[src/rtl/codec_pkg.sv]
// Shared definitions for the codificador/decodificador pair: codeword layout,
// stored-entry layout and the parity rule both ends must agree on.
package codec_pkg;

  localparam int CODE_W = 5;
  localparam int DATA_W = 4;

  // Codeword {m1,m2,m3,m4,m5} = {a,b,c,d,parity}
  localparam int CW_A = 4;
  localparam int CW_B = 3;
  localparam int CW_C = 2;
  localparam int CW_D = 1;
  localparam int CW_P = 0;

  // Buffered entry {perr,a,b,c,d}
  localparam int ENT_W   = DATA_W + 1;
  localparam int ENT_ERR = DATA_W;

  typedef enum logic [1:0] {
    OCC_EMPTY   = 2'd0,
    OCC_PARTIAL = 2'd1,
    OCC_FULL    = 2'd2
  } occ_state_e;

  // Returns 1 when the codeword violates the expected parity sense.
  function automatic logic parity_err(input logic [CODE_W-1:0] cw, input logic odd);
    return (^cw) ^ odd;
  endfunction

endpackage

[src/rtl/sync_fifo.sv]
// Single-clock FIFO with occupancy counter; a push while full is accepted
// only when a pop happens on the same edge.
module sync_fifo
  import codec_pkg::*;
#(
  parameter int DEPTH = 4,
  parameter int WIDTH = 5,
  localparam int AW   = $clog2(DEPTH),
  localparam int OW   = $clog2(DEPTH + 1)
) (
  input  logic             clk,
  input  logic             rst_n,
  input  logic             push,
  input  logic             pop,
  input  logic [WIDTH-1:0] wdata,
  output logic [WIDTH-1:0] rdata,
  output logic             full,
  output logic             empty,
  output logic [OW-1:0]    occ
);

  logic [WIDTH-1:0] r_mem [DEPTH];
  logic [AW-1:0]    r_wr_ptr;
  logic [AW-1:0]    r_rd_ptr;
  logic [OW-1:0]    r_occ;
  occ_state_e       r_state;

  logic             w_pop;
  logic             w_push;
  logic [OW-1:0]    w_occ_nxt;

  assign w_pop  = pop & (r_state != OCC_EMPTY);
  assign w_push = push & ((r_state != OCC_FULL) | w_pop);

  always_comb begin
    w_occ_nxt = r_occ;
    if (w_push && !w_pop)      w_occ_nxt = r_occ + OW'(1);
    else if (w_pop && !w_push) w_occ_nxt = r_occ - OW'(1);
  end

  // r_state is the occupancy FSM; full/empty come straight from it
  always_ff @(posedge clk or negedge rst_n) begin
    if (!rst_n) begin
      r_wr_ptr <= '0;
      r_rd_ptr <= '0;
      r_occ    <= '0;
      r_state  <= OCC_EMPTY;
      for (int i = 0; i < DEPTH; i++) r_mem[i] <= '0;
    end else begin
      if (w_push) begin
        r_mem[r_wr_ptr] <= wdata;
        r_wr_ptr        <= r_wr_ptr + AW'(1);
      end
      if (w_pop) r_rd_ptr <= r_rd_ptr + AW'(1);
      r_occ <= w_occ_nxt;
      if (w_occ_nxt == '0)                r_state <= OCC_EMPTY;
      else if (w_occ_nxt == OW'(DEPTH))   r_state <= OCC_FULL;
      else                                r_state <= OCC_PARTIAL;
    end
  end

  assign rdata = r_mem[r_rd_ptr];
  assign full  = (r_state == OCC_FULL);
  assign empty = (r_state == OCC_EMPTY);
  assign occ   = r_occ;

endmodule

[src/rtl/decodificador.sv]
// Parity-checking decoder stage: samples codewords on ready, buffers
// {perr,nibble} in a FIFO and hands them out over valid/ack.
module decodificador
  import codec_pkg::*;
#(
  parameter int DEPTH      = 4,
  parameter int CNT_W      = 8,
  parameter int PARITY_ODD = 0,
  localparam int OW        = $clog2(DEPTH + 1)
) (
  input  logic             clk,
  input  logic             reset,
  input  logic             m1,
  input  logic             m2,
  input  logic             m3,
  input  logic             m4,
  input  logic             m5,
  input  logic             ready,
  output logic             busy,
  output logic             a,
  output logic             b,
  output logic             c,
  output logic             d,
  output logic             err,
  output logic             valid,
  input  logic             ack,
  output logic [CNT_W-1:0] err_count,
  output logic             overflow
);

  logic [CODE_W-1:0] w_code;
  logic              w_perr;
  logic              w_full;
  logic              w_empty;
  logic              w_pop;
  logic              w_push;
  logic              w_drop;
  logic [ENT_W-1:0]  w_wdata;
  logic [ENT_W-1:0]  w_rdata;
  logic [ENT_W-1:0]  w_head;
  logic [OW-1:0]     w_occ;

  logic [CNT_W-1:0]  r_err_count;
  logic              r_overflow;

  assign w_code  = {m1, m2, m3, m4, m5};
  assign w_perr  = parity_err(w_code, PARITY_ODD != 0);
  assign w_wdata = {w_perr, w_code[CW_A], w_code[CW_B], w_code[CW_C], w_code[CW_D]};

  // Valid/ready: the head is taken on an edge with valid=1 and ack=1; a word
  // is offered on every edge with ready=1 and is accepted unless the FIFO is
  // full with no pop on that same edge, in which case it is dropped.
  assign w_pop  = ack & ~w_empty;
  assign w_push = ready & (~w_full | w_pop);
  assign w_drop = ready & w_full & ~w_pop;

  sync_fifo #(
    .DEPTH (DEPTH),
    .WIDTH (ENT_W)
  ) u_fifo (
    .clk   (clk),
    .rst_n (reset),
    .push  (w_push),
    .pop   (w_pop),
    .wdata (w_wdata),
    .rdata (w_rdata),
    .full  (w_full),
    .empty (w_empty),
    .occ   (w_occ)
  );

  always_ff @(posedge clk or negedge reset) begin
    if (!reset) begin
      r_err_count <= '0;
      r_overflow  <= 1'b0;
    end else begin
      if (w_push && w_perr && (r_err_count != '1)) r_err_count <= r_err_count + CNT_W'(1);
      if (w_drop) r_overflow <= 1'b1;
    end
  end

  assign valid  = (w_occ != '0);
  assign busy   = (w_occ == OW'(DEPTH));
  assign w_head = valid ? w_rdata : '0;
  assign {err, a, b, c, d} = w_head;

  assign err_count = r_err_count;
  assign overflow  = r_overflow;

endmodule

[config.mk]
export PLATFORM = sky130hd
export DESIGN_NAME = decodificador
export DESIGN_NICKNAME = d
export VERILOG_FILES = /design/src/rtl/codec_pkg.sv /design/src/rtl/sync_fifo.sv /design/src/rtl/decodificador.sv
export SDC_FILE = /design/constraint.sdc
export NUM_CORES = 1
export LEC_CHECK = 0
export BUFFER_PORTS_ARGS = -buffer_cell sky130_fd_sc_hd__clkbuf_2
export CAP_MARGIN = 20
export CORE_UTILIZATION = 52
export CTS_CLUSTER_SIZE = 24
export DETAILED_ROUTE_END_ITERATION = 6
export GPL_TIMING_DRIVEN = 0
export PLACE_DENSITY = 0.71
export SYNTH_ARGS = -nofsm -noshare
export SYNTH_HDL_FRONTEND = slang
export SYNTH_HIERARCHICAL = 1
export SYNTH_SLANG_ARGS = --single-unit
export TNS_END_PERCENT = 100
[constraint.sdc]
create_clock -name clk -period 2.2 [get_ports clk]
set_input_delay 0.66 -clock clk [delete_from_list [all_inputs] [get_ports clk]]
set_output_delay 0.66 -clock clk [all_outputs]
set_load 0.02 [all_outputs]
# Yosys cells after proc, flatten, opt, wreduce, memory -nomap -nowiden
# Cells that the tools add are included.
[totals]
memories = 0
input_bits = 9
elab_cells = 59
mem_bits_ro = 0
register_bits = 38
latch_bits = 0
ramBits = 0
output_inout_bits = 16
[classes]
mux = 11
n_addsub = 5
shifts = 0
bitwise = 13
n_lt_le_gt_ge = 3
div = 0
eq_ne = 5
n_reduce_logical = 12
multipliers = 0
[op_table]
columns = ["cell", "count"]
rows = [
  ["$bwmux W20", 1],
  ["$mux W5", 4],
  ["$bmux W5 S2", 1],
  ["$demux W5 S2", 1],
  ["$add A8 B1 Y8 const B", 1],
  ["$ne A8 B8 Y1 const B", 1],
  ["$and A1 B1 Y1", 6],
  ["$eq A3 B3 Y1 const B", 2],
  ["$ge A3 B3 Y1 const B", 2],
  ["$mux W3", 2],
  ["$not A2 Y3", 2],
  ["$logic_and A1 B1 Y1", 5],
  ["$reduce_xor A5 Y1", 1],
  ["$add A2 B1 Y2 const B", 2],
  ["$mux W2", 2],
  ["$add A3 B1 Y3 const B", 1],
  ["$logic_not A3 Y1", 1],
  ["$lt A3 B1 Y1 const B", 1],
  ["$not A1 Y1", 3],
  ["$reduce_bool A3 Y1", 1],
  ["$sub A3 B1 Y3 const B", 1],
  ["$eq A2 B2 Y1 const B", 1],
  ["$logic_not A1 Y1", 2],
  ["$logic_not A2 Y1", 1],
  ["other kinds (3)", 4],
]

# Longest topological paths before layout
# Gate-level depths: netlist of run 1.
[depth]
word_depth = 13
depth_mapped = 9
mapped_depth_nobuf = 8

# Cells and area by module
# Netlist of run 1, hierarchy kept.
[modules_own_cells]
columns = ["module", "n_inst", "seq_area_each_um2", "area_each_um2", "cells_per_inst"]
rows = [
  ["sync_fifo", 1, 725.7, 1510.2, 102],
  ["decodificador", 1, 225.2, 594.3, 54],
]

# Worst setup path after synthesis of run 1
# No wires, ideal clock.
[synth_timing]
kind = "input to register"
startpoint = "input port ack"
endpoint = "register u_fifo/r_mem[0] (netlist bit)"
arrival_ps = 2266
t_required_ps = 2075
path_buffers = 1
cell_stages = 8
setup_slack_ps = -191
setup_time_ps = 125
path_cell_list = "nor2b_1 -> o21ai_2 -> inv_1 -> buf_2 -> inv_1 -> a21oi_4 -> nand2_4 -> mux2_4"
[synth_via]
elab_chain_cells = 4
elab_cells_between_ends = 6
cone_classes = "6 x bitwise"
[synth_rtl]
columns = ["item", "line_no", "source"]
rows = [
  ["start: declaration", "decodificador.sv:26", "input logic ack,"],
  ["$and A1 B1 Y1", "decodificador.sv:53", "assign w_pop = ack & ~w_empty;"],
  ["$or A1 B1 Y1", "decodificador.sv:54", "assign w_push = ready & (~w_full | w_pop);"],
  ["$and A1 B1 Y1", "decodificador.sv:54", ""],
  ["via w_push", "decodificador.sv:36", "logic w_push;"],
  ["$and A1 B1 Y1", "sync_fifo.sv:33", "assign w_push = push & ((r_state != OCC_FULL) | w_pop);"],
  ["end signal: indexed assignment", "sync_fifo.sv:51", "r_mem[r_wr_ptr] <= wdata;"],
  ["end: declaration", "sync_fifo.sv:22", "logic [WIDTH-1:0] r_mem [DEPTH];"],
]
# The timed path passes the listed nets, and every way through them passes these cells.
# A chain may end at the register's enable or synchronous reset.

# Final worst setup path of run 1
[layout_timing]
startpoint = "register u_fifo.r_rd_ptr[0]"
endpoint = "output port b"
[layout_via]
elab_chain_cells = 5
[layout_rtl]
columns = ["item", "line_no", "source"]
rows = [
  ["start: declaration", "sync_fifo.sv:24", "logic [AW-1:0] r_rd_ptr;"],
  ["start signal: assignment", "sync_fifo.sv:54", "if (w_pop) r_rd_ptr <= r_rd_ptr + AW'(1);"],
  ["$not A2 Y3 (not written as such)", "sync_fifo.sv:62", "assign rdata = r_mem[r_rd_ptr];"],
  ["$bmux W5 S2", "sync_fifo.sv:62", ""],
  ["$mux W5 (not written as such) (2 in a row)", "sync_fifo.sv:62", ""],
  ["via w_rdata[2]", "decodificador.sv:39", "logic [ENT_W-1:0] w_rdata;"],
  ["$mux W5", "decodificador.sv:84", "assign w_head = valid ? w_rdata : '0;"],
  ["end: declaration", "decodificador.sv:21", "output logic b,"],
]
# The timed path passes the listed nets, and every way through them passes these cells. The select of a mux whose other input is x is not followed.

==> results.toml, run 1 <==
[sta]
maxSlewViolCount = 0
min_period_over_period_pct = 103
hold_slack_ps = 460
period_needed_ps = 2260
fin_setup_tns_ps = -207
setup_violations = 5
timing.fmax_mhz = 443
rsz0062_at_grt = "true"
hold_viol = 0
worst_pin_slew_ps = 937
relSlewSlack_pct = 37.5
layout_setup_ws_ps = -57.7
fin_worst_skew_ps = 3.23

[pwr]
peakVddDrop_mv = 0.651
p_leak_nw = 1.21
p_clk_share_pct = 12.8
p_seq_share_pct = 37.7
power.share.combinational_pct = 49.5
powerDensity_nw_per_um2 = 1480
power_mw = 3.65
p_switching_mw = 1.37
p_int_mw = 2.28
swShare_pct = 37.6

[logic_synthesis]
syn_area_per_cell_sq_um = 13.5
synth_nets = 172
synth_area_leaders = "dfrtp_1, mux2_4, mux4_2"
ys_ff_latch = 38
seq_area_frac_synth_pct = 45.2
synth_most_common_cell = "dfrtp_1"
synth-async-reset-ratio_pct = 100
synth_area_sq_um = 2100
ys_types = 42
synth_top_area_share_pct = 45.2
synth-edff-count = 0
synth-main-ff-cell = "dfrtp_1"
synth.top_cells.by_count = "dfrtp_1, mux2_4, inv_1"
yosysTopAreaCell = "dfrtp_1"
yosysWarningCount = 6
synth_cells = 156

[clock_tree]
cts_tree = "yes"
htreeDepth = 2
clkLatencyLatePin_ps = 280
clk_pin_slew_worst_paths_ps = 70
cts_made_buffers = 5
cts-root-buf = "clkbuf_8"
clockBufferDepth = 2
cts_hold_buf = 0
cts.sinks = 38

[critical_path]
crit_required_ps = 1540
path_cells = "mux4_2 -> nor2b_1 -> clkbuf_2"
worstPathMaxFanout = 6
cp-end-kind = "output port"
critPathMaxStageDelay_ps = 530
cp-start-kind = "flip-flop"
cp_slowest_cell = "mux4_2"
critPathBufInv = 1
cp_top_family = "multiplexers"
crit_type = "flip-flop to output port"
arrival_ps = 1600

[global_routing]
met1_usage_pct = 27.3
grt.busiest_layer = "met2"
grt_max_degree = 39
gr-usage-met2_pct = 31.7
overflow = 0
grt_usage_pct = 20.1
grt_pass1_wl_mm = 6.36
grt_antenna_before_repair = 0
grt_pass1_vias = 1290
global_route.usage.met3_pct = 4.86

[die]
core-area_sq_um = 3770
fp.dieH_um = 65.6
initial_core_util_pct = 55.8
dieWidth_um = 65.6
ios = 25
die-area_sq_um = 4310
std_cell_rows = 22

[cells_and_area]
multi_input_area_sq_um = 1140
nFillCells = 274
syn_to_final_growth_pct = 17.4
nets = 206
layout-drive-gt1-share_pct = 45.0
regArea_sq_um = 955
diodes = 0
instances_no_fill = 237

[flow_run]
drv_cap = 0

[placement]
dp_hpwl_mm = 2.51
dp_cells = 228
io_buffers = 24
globalplace.congestion = 0.763

[detailed_routing]
drtPass1Iterations = 4
drt-wirelength-per-cell_um = 15.4
via_count = 1286
finalWirelength_mm = 3.65
viasPerCell = 5.43
drc = 0
drt_iter0_drc = 79
postRouteAntennaNets = 0

[status]
status = "finished, violations left"
violations = "negative setup slack"

[hold_path]
hp-class = "flip-flop to flip-flop"
[final cells by class]
cell class                 count  share of cell area [%]
buffer                         1                   0.203
clock buffer                   6                    3.34
inverter                      12                    1.82
multi-input combinational    103                    46.3
sequential                    38                    38.7
tap                           48                    2.43
timing repair buffer          29                    7.29
[registers in the layout, indices dropped and copies added, names as in the netlist]
register         flops
u_fifo/r_mem        20
err_count            8
u_fifo/occ           3
u_fifo/r_rd_ptr      2
u_fifo/r_state       2
u_fifo/r_wr_ptr      2
overflow             1
[timing repair]
| item | 4_1_cts | 5_1_grt |
|---|---|---|
| setup endpoints to repair | 29 | 27 |
| setup buffers | 3 | 2 |
| pin swaps | 1 | 1 |
| gates resized for setup | 11 | 6 |
[final timing paths]
| kind | depth (start not counted) | endpoint | start | slack, ps |
|---|---|---|---|---|
| max | 3 | b | u_fifo/r_rd_ptr[0] | -60 |
| min | 1 | overflow | overflow | 460 |
| max reg2reg | 9 | u_fifo/r_state[0] | u_fifo/r_state[0] | 140 |
| min reg2reg | 1 | overflow | overflow | 460 |
| max in group asynchronous | 1 | u_fifo/r_state[0] | reset | 1050 |
| min in group asynchronous | 1 | u_fifo/r_mem[15] | reset | 510 |
[worst reg2reg max path, cell delays in order (launching register included)]
cell and delay (ps):
dfrtp_2 480, nor2b_2 200, inv_1 110, o21ai_4 150
inv_1 50, buf_2 160, or2_2 300, o211ai_1 110
xnor2_1 140, or2_1 250
[cell families after synthesis]
group | Yosys count | share of synthesized area [%]
multiplexers | 28 | 21.4
adder cells (fa/ha/maj) | 7 | 4.16
flip-flops | 38 | 45.2
XOR/XNOR | 15 | 8.74
buffers and inverters | 15 | 2.73
AO/OA/AOI/OAI | 13 | 5.11
AND/OR/NAND/NOR | 40 | 12.7
[cells in the final DEF (no fill, tap or decap), drive strengths merged, types with 3 or more instances in the layout]
cell type | synthesis | layout
o21ai | 4 | 4
buf | 2 | 10
nor2 | 3 | 3
xor2 | 8 | 8
nand2 | 9 | 9
dfrtp | 38 | 38
mux2 | 23 | 23
mux4 | 5 | 5
xnor2 | 6 | 6
nor4 | 3 | 3
clkbuf | 1 | 26
nor2b | 7 | 7
inv | 12 | 12
ha | 7 | 7
nand3 | 4 | 4
nor3 | 4 | 4
[power by group through the flow]
| stage | logic, mW | clock network [mW] | registers [mW] |
|---|---|---|---|
| detailed placement | 1.75 | 0 | 1.31 |
| finish | 1.81 | 0.466 | 1.38 |
| global placement | 1.70 | 0 | 1.28 |
| CTS | 1.78 | 0.486 | 1.38 |
| global route | 1.96 | 0.517 | 1.44 |
| floorplan | 1.30 | 0 | 1.32 |
[metrics by stage]
step / utilization, % / setup slack, ps / cell area (sq um)
2_1_floorplan: - / 46.3 / 2110
3_3_place_gp: 60.8 / -205 / 2290
3_5_place_dp: 60.8 / -262 / 2290
4_1_cts: 64.9 / -87.2 / 2450
5_1_grt: 65.5 / -139 / 2470
6_report: 65.5 / -57.7 / 2470
[metal layers]
layer / routed length (um) / vias to the layer above
met5: 0 / -
met4: 53 / 0
met3: 98 / 5
met2: 1800 / 15
met1: 1700 / 650
li1: - / 616
Power figures use the tool's default switching activity.
==> run 2, diff against run 1 <==
--- a/config.mk
+++ b/config.mk
@@ -5,6 +5,7 @@
 export SDC_FILE = /design/constraint.sdc
 export NUM_CORES = 1
 export LEC_CHECK = 0
+export ABC_AREA = 1
 export BUFFER_PORTS_ARGS = -buffer_cell sky130_fd_sc_hd__clkbuf_2
 export CAP_MARGIN = 20
 export CORE_UTILIZATION = 52
==> results.toml, run 2 <==
[status]
status = "finished clean"

[logic_synthesis]
ys_types = 29
synth_most_common_cell = "nand2_1"
synth_area_leaders = "dfrtp_1, nand2_1, inv_1"
yosysWarningCount = 6
yosysTopAreaCell = "dfrtp_1"
seq_area_frac_synth_pct = 43.9
synth-edff-count = 0
syn_area_per_cell_sq_um = 8.15
synth_nets = 282
ys_ff_latch = 38
synth_top_area_share_pct = 43.9
synth_cells = 266
synth-async-reset-ratio_pct = 100
synth_area_sq_um = 2170
synth.top_cells.by_count = "nand2_1, dfrtp_1, inv_1"
synth-main-ff-cell = "dfrtp_1"

[pwr]
powerDensity_nw_per_um2 = 1310
p_leak_nw = 1.32
peakVddDrop_mv = 0.533

[die]
initial_core_util_pct = 54.2
std_cell_rows = 23
ios = 25
core-area_sq_um = 4000
dieWidth_um = 66.6
fp.dieH_um = 66.6
die-area_sq_um = 4430

[sta]
fin_worst_skew_ps = 4.48
hold_slack_ps = 470
layout_setup_ws_ps = 109
worst_pin_slew_ps = 949
maxSlewViolCount = 0
fin_setup_tns_ps = 0
timing.fmax_mhz = 478
setup_violations = 0
period_needed_ps = 2090
hold_viol = 0
min_period_over_period_pct = 95.0
rsz0062_at_grt = "true"
relSlewSlack_pct = 36.7

[critical_path]
crit_type = "flip-flop to output port"
path_cells = "inv_2 -> nor2_1 -> o22ai_1 -> inv_1 -> nor2_1 -> clkbuf_2"
crit_required_ps = 1540
arrival_ps = 1430
cp-end-kind = "output port"
cp_common_cell = "nor2_1"
startpoint = "u_fifo/r_rd_ptr[0]"
reg2regPathDepth = 11
worstPathMaxFanout = 11
critPathBufInv = 3
cp-start-kind = "flip-flop"
path_depth = 6
critPathMaxStageDelay_ps = 400
cp_top_family = "flip-flops"
cp_slowest_cell = "dfrtp_1"
r2r-start = "u_fifo/r_state[1]"

[detailed_routing]
drt-wirelength-per-cell_um = 11.6
viasPerCell = 5.10
drtPass1Iterations = 4
postRouteAntennaNets = 0
drc = 0
drt_iter0_drc = 120
via_count = 1766
finalWirelength_mm = 4.01

[cells_and_area]
nFillCells = 374
syn_to_final_growth_pct = 12.2
fin_area_sq_um = 2430
top_register = "u_fifo/r_mem"
layout_commonest_cell = "nand2_1"
layout_common_cells = "nand2_1, dfrtp_1, inv_1"
nets = 312
layout-drive-gt1-share_pct = 21.3
largest_reg_flops = 20
diodes = 0
instances_no_fill = 346

[clock_tree]
cts_hold_buf = 0
postCtsSetupBuffers = 0
clkLatencyLatePin_ps = 290
clockBufferDepth = 2
cts.sinks = 38
postCtsResizedCells = 3
cts-root-buf = "clkbuf_8"
cts_made_buffers = 5
clk_pin_slew_worst_paths_ps = 70
cts_tree = "yes"
htreeDepth = 2

[global_routing]
overflow = 0
grt_usage_pct = 21.3
grt_pass1_vias = 1540
grt_antenna_before_repair = 0
grt_pass1_wl_mm = 6.93
grt_max_degree = 39

[placement]
io_buffers = 24
placed_cell_area_sq_um = 2350
dp_cells = 340
globalplace.congestion = 0.756
pre_cts_ws_ps = 153
dp_hpwl_mm = 2.93

[hold_path]
hold_depth = 1
hp-class = "flip-flop to flip-flop"
worst_hold_startpoint = "overflow"

[flow_run]
drv_cap = 0
run 2: through the flow:
step           util [%]  power, mW
2_1_floorplan         -       2.35
3_3_place_gp       58.7       2.70
6_report           60.8       3.18
4_1_cts            60.7       3.21
5_1_grt            60.8       3.49
3_5_place_dp       58.7       2.74
run 2: cell type report:
class | count | area [sq um] | area share, %
Tap cell | 50 | 62.6 | 2.57
Buffer | 1 | 7.51 | 0.309
Multi-Input combinational cell | 184 | 1050 | 43.2
Sequential cell | 38 | 952 | 39.1
Clock buffer | 7 | 76.3 | 3.14
Inverter | 42 | 164 | 6.74
Timing Repair Buffer | 24 | 120 | 4.94
run 2: where the power goes:
group | internal [mW] | leakage (nW) | switching [mW] | total (mW)
clock | 0.218 | 0.0383 | 0.226 | 0.444
sequential | 0.988 | 0.478 | 0.229 | 1.22
combinational | 0.570 | 0.798 | 0.951 | 1.52
total | 1.78 | 1.32 | 1.41 | 3.18
run 2: routing by layer:
metal	track usage (%)	up-vias	part of all wire, %
met3	5.65	6	4.3
li1	-	919	-
met5	0	-	0
met4	7.98	0	1.6
met2	33.1	37	45
met1	28.3	804	49
run 2: cell families after synthesis:
family                   after synthesis  share of synthesized area [%]
XOR/XNOR                               9                           3.64
adder cells (fa/ha/maj)                7                           4.04
AO/OA/AOI/OAI                         44                           11.6
flip-flops                            38                           43.9
AND/OR/NAND/NOR                      124                           28.9
buffers and inverters                 44                           7.91
run 2: worst paths after layout:
kind | end | slack [ps]
max in group asynchronous | u_fifo/r_rd_ptr[1] | 1040
max reg2reg | u_fifo/occ[2] | 400
min reg2reg | overflow | 470
min in group asynchronous | u_fifo/r_state[0] | 510
max | a | 110
min | overflow | 470
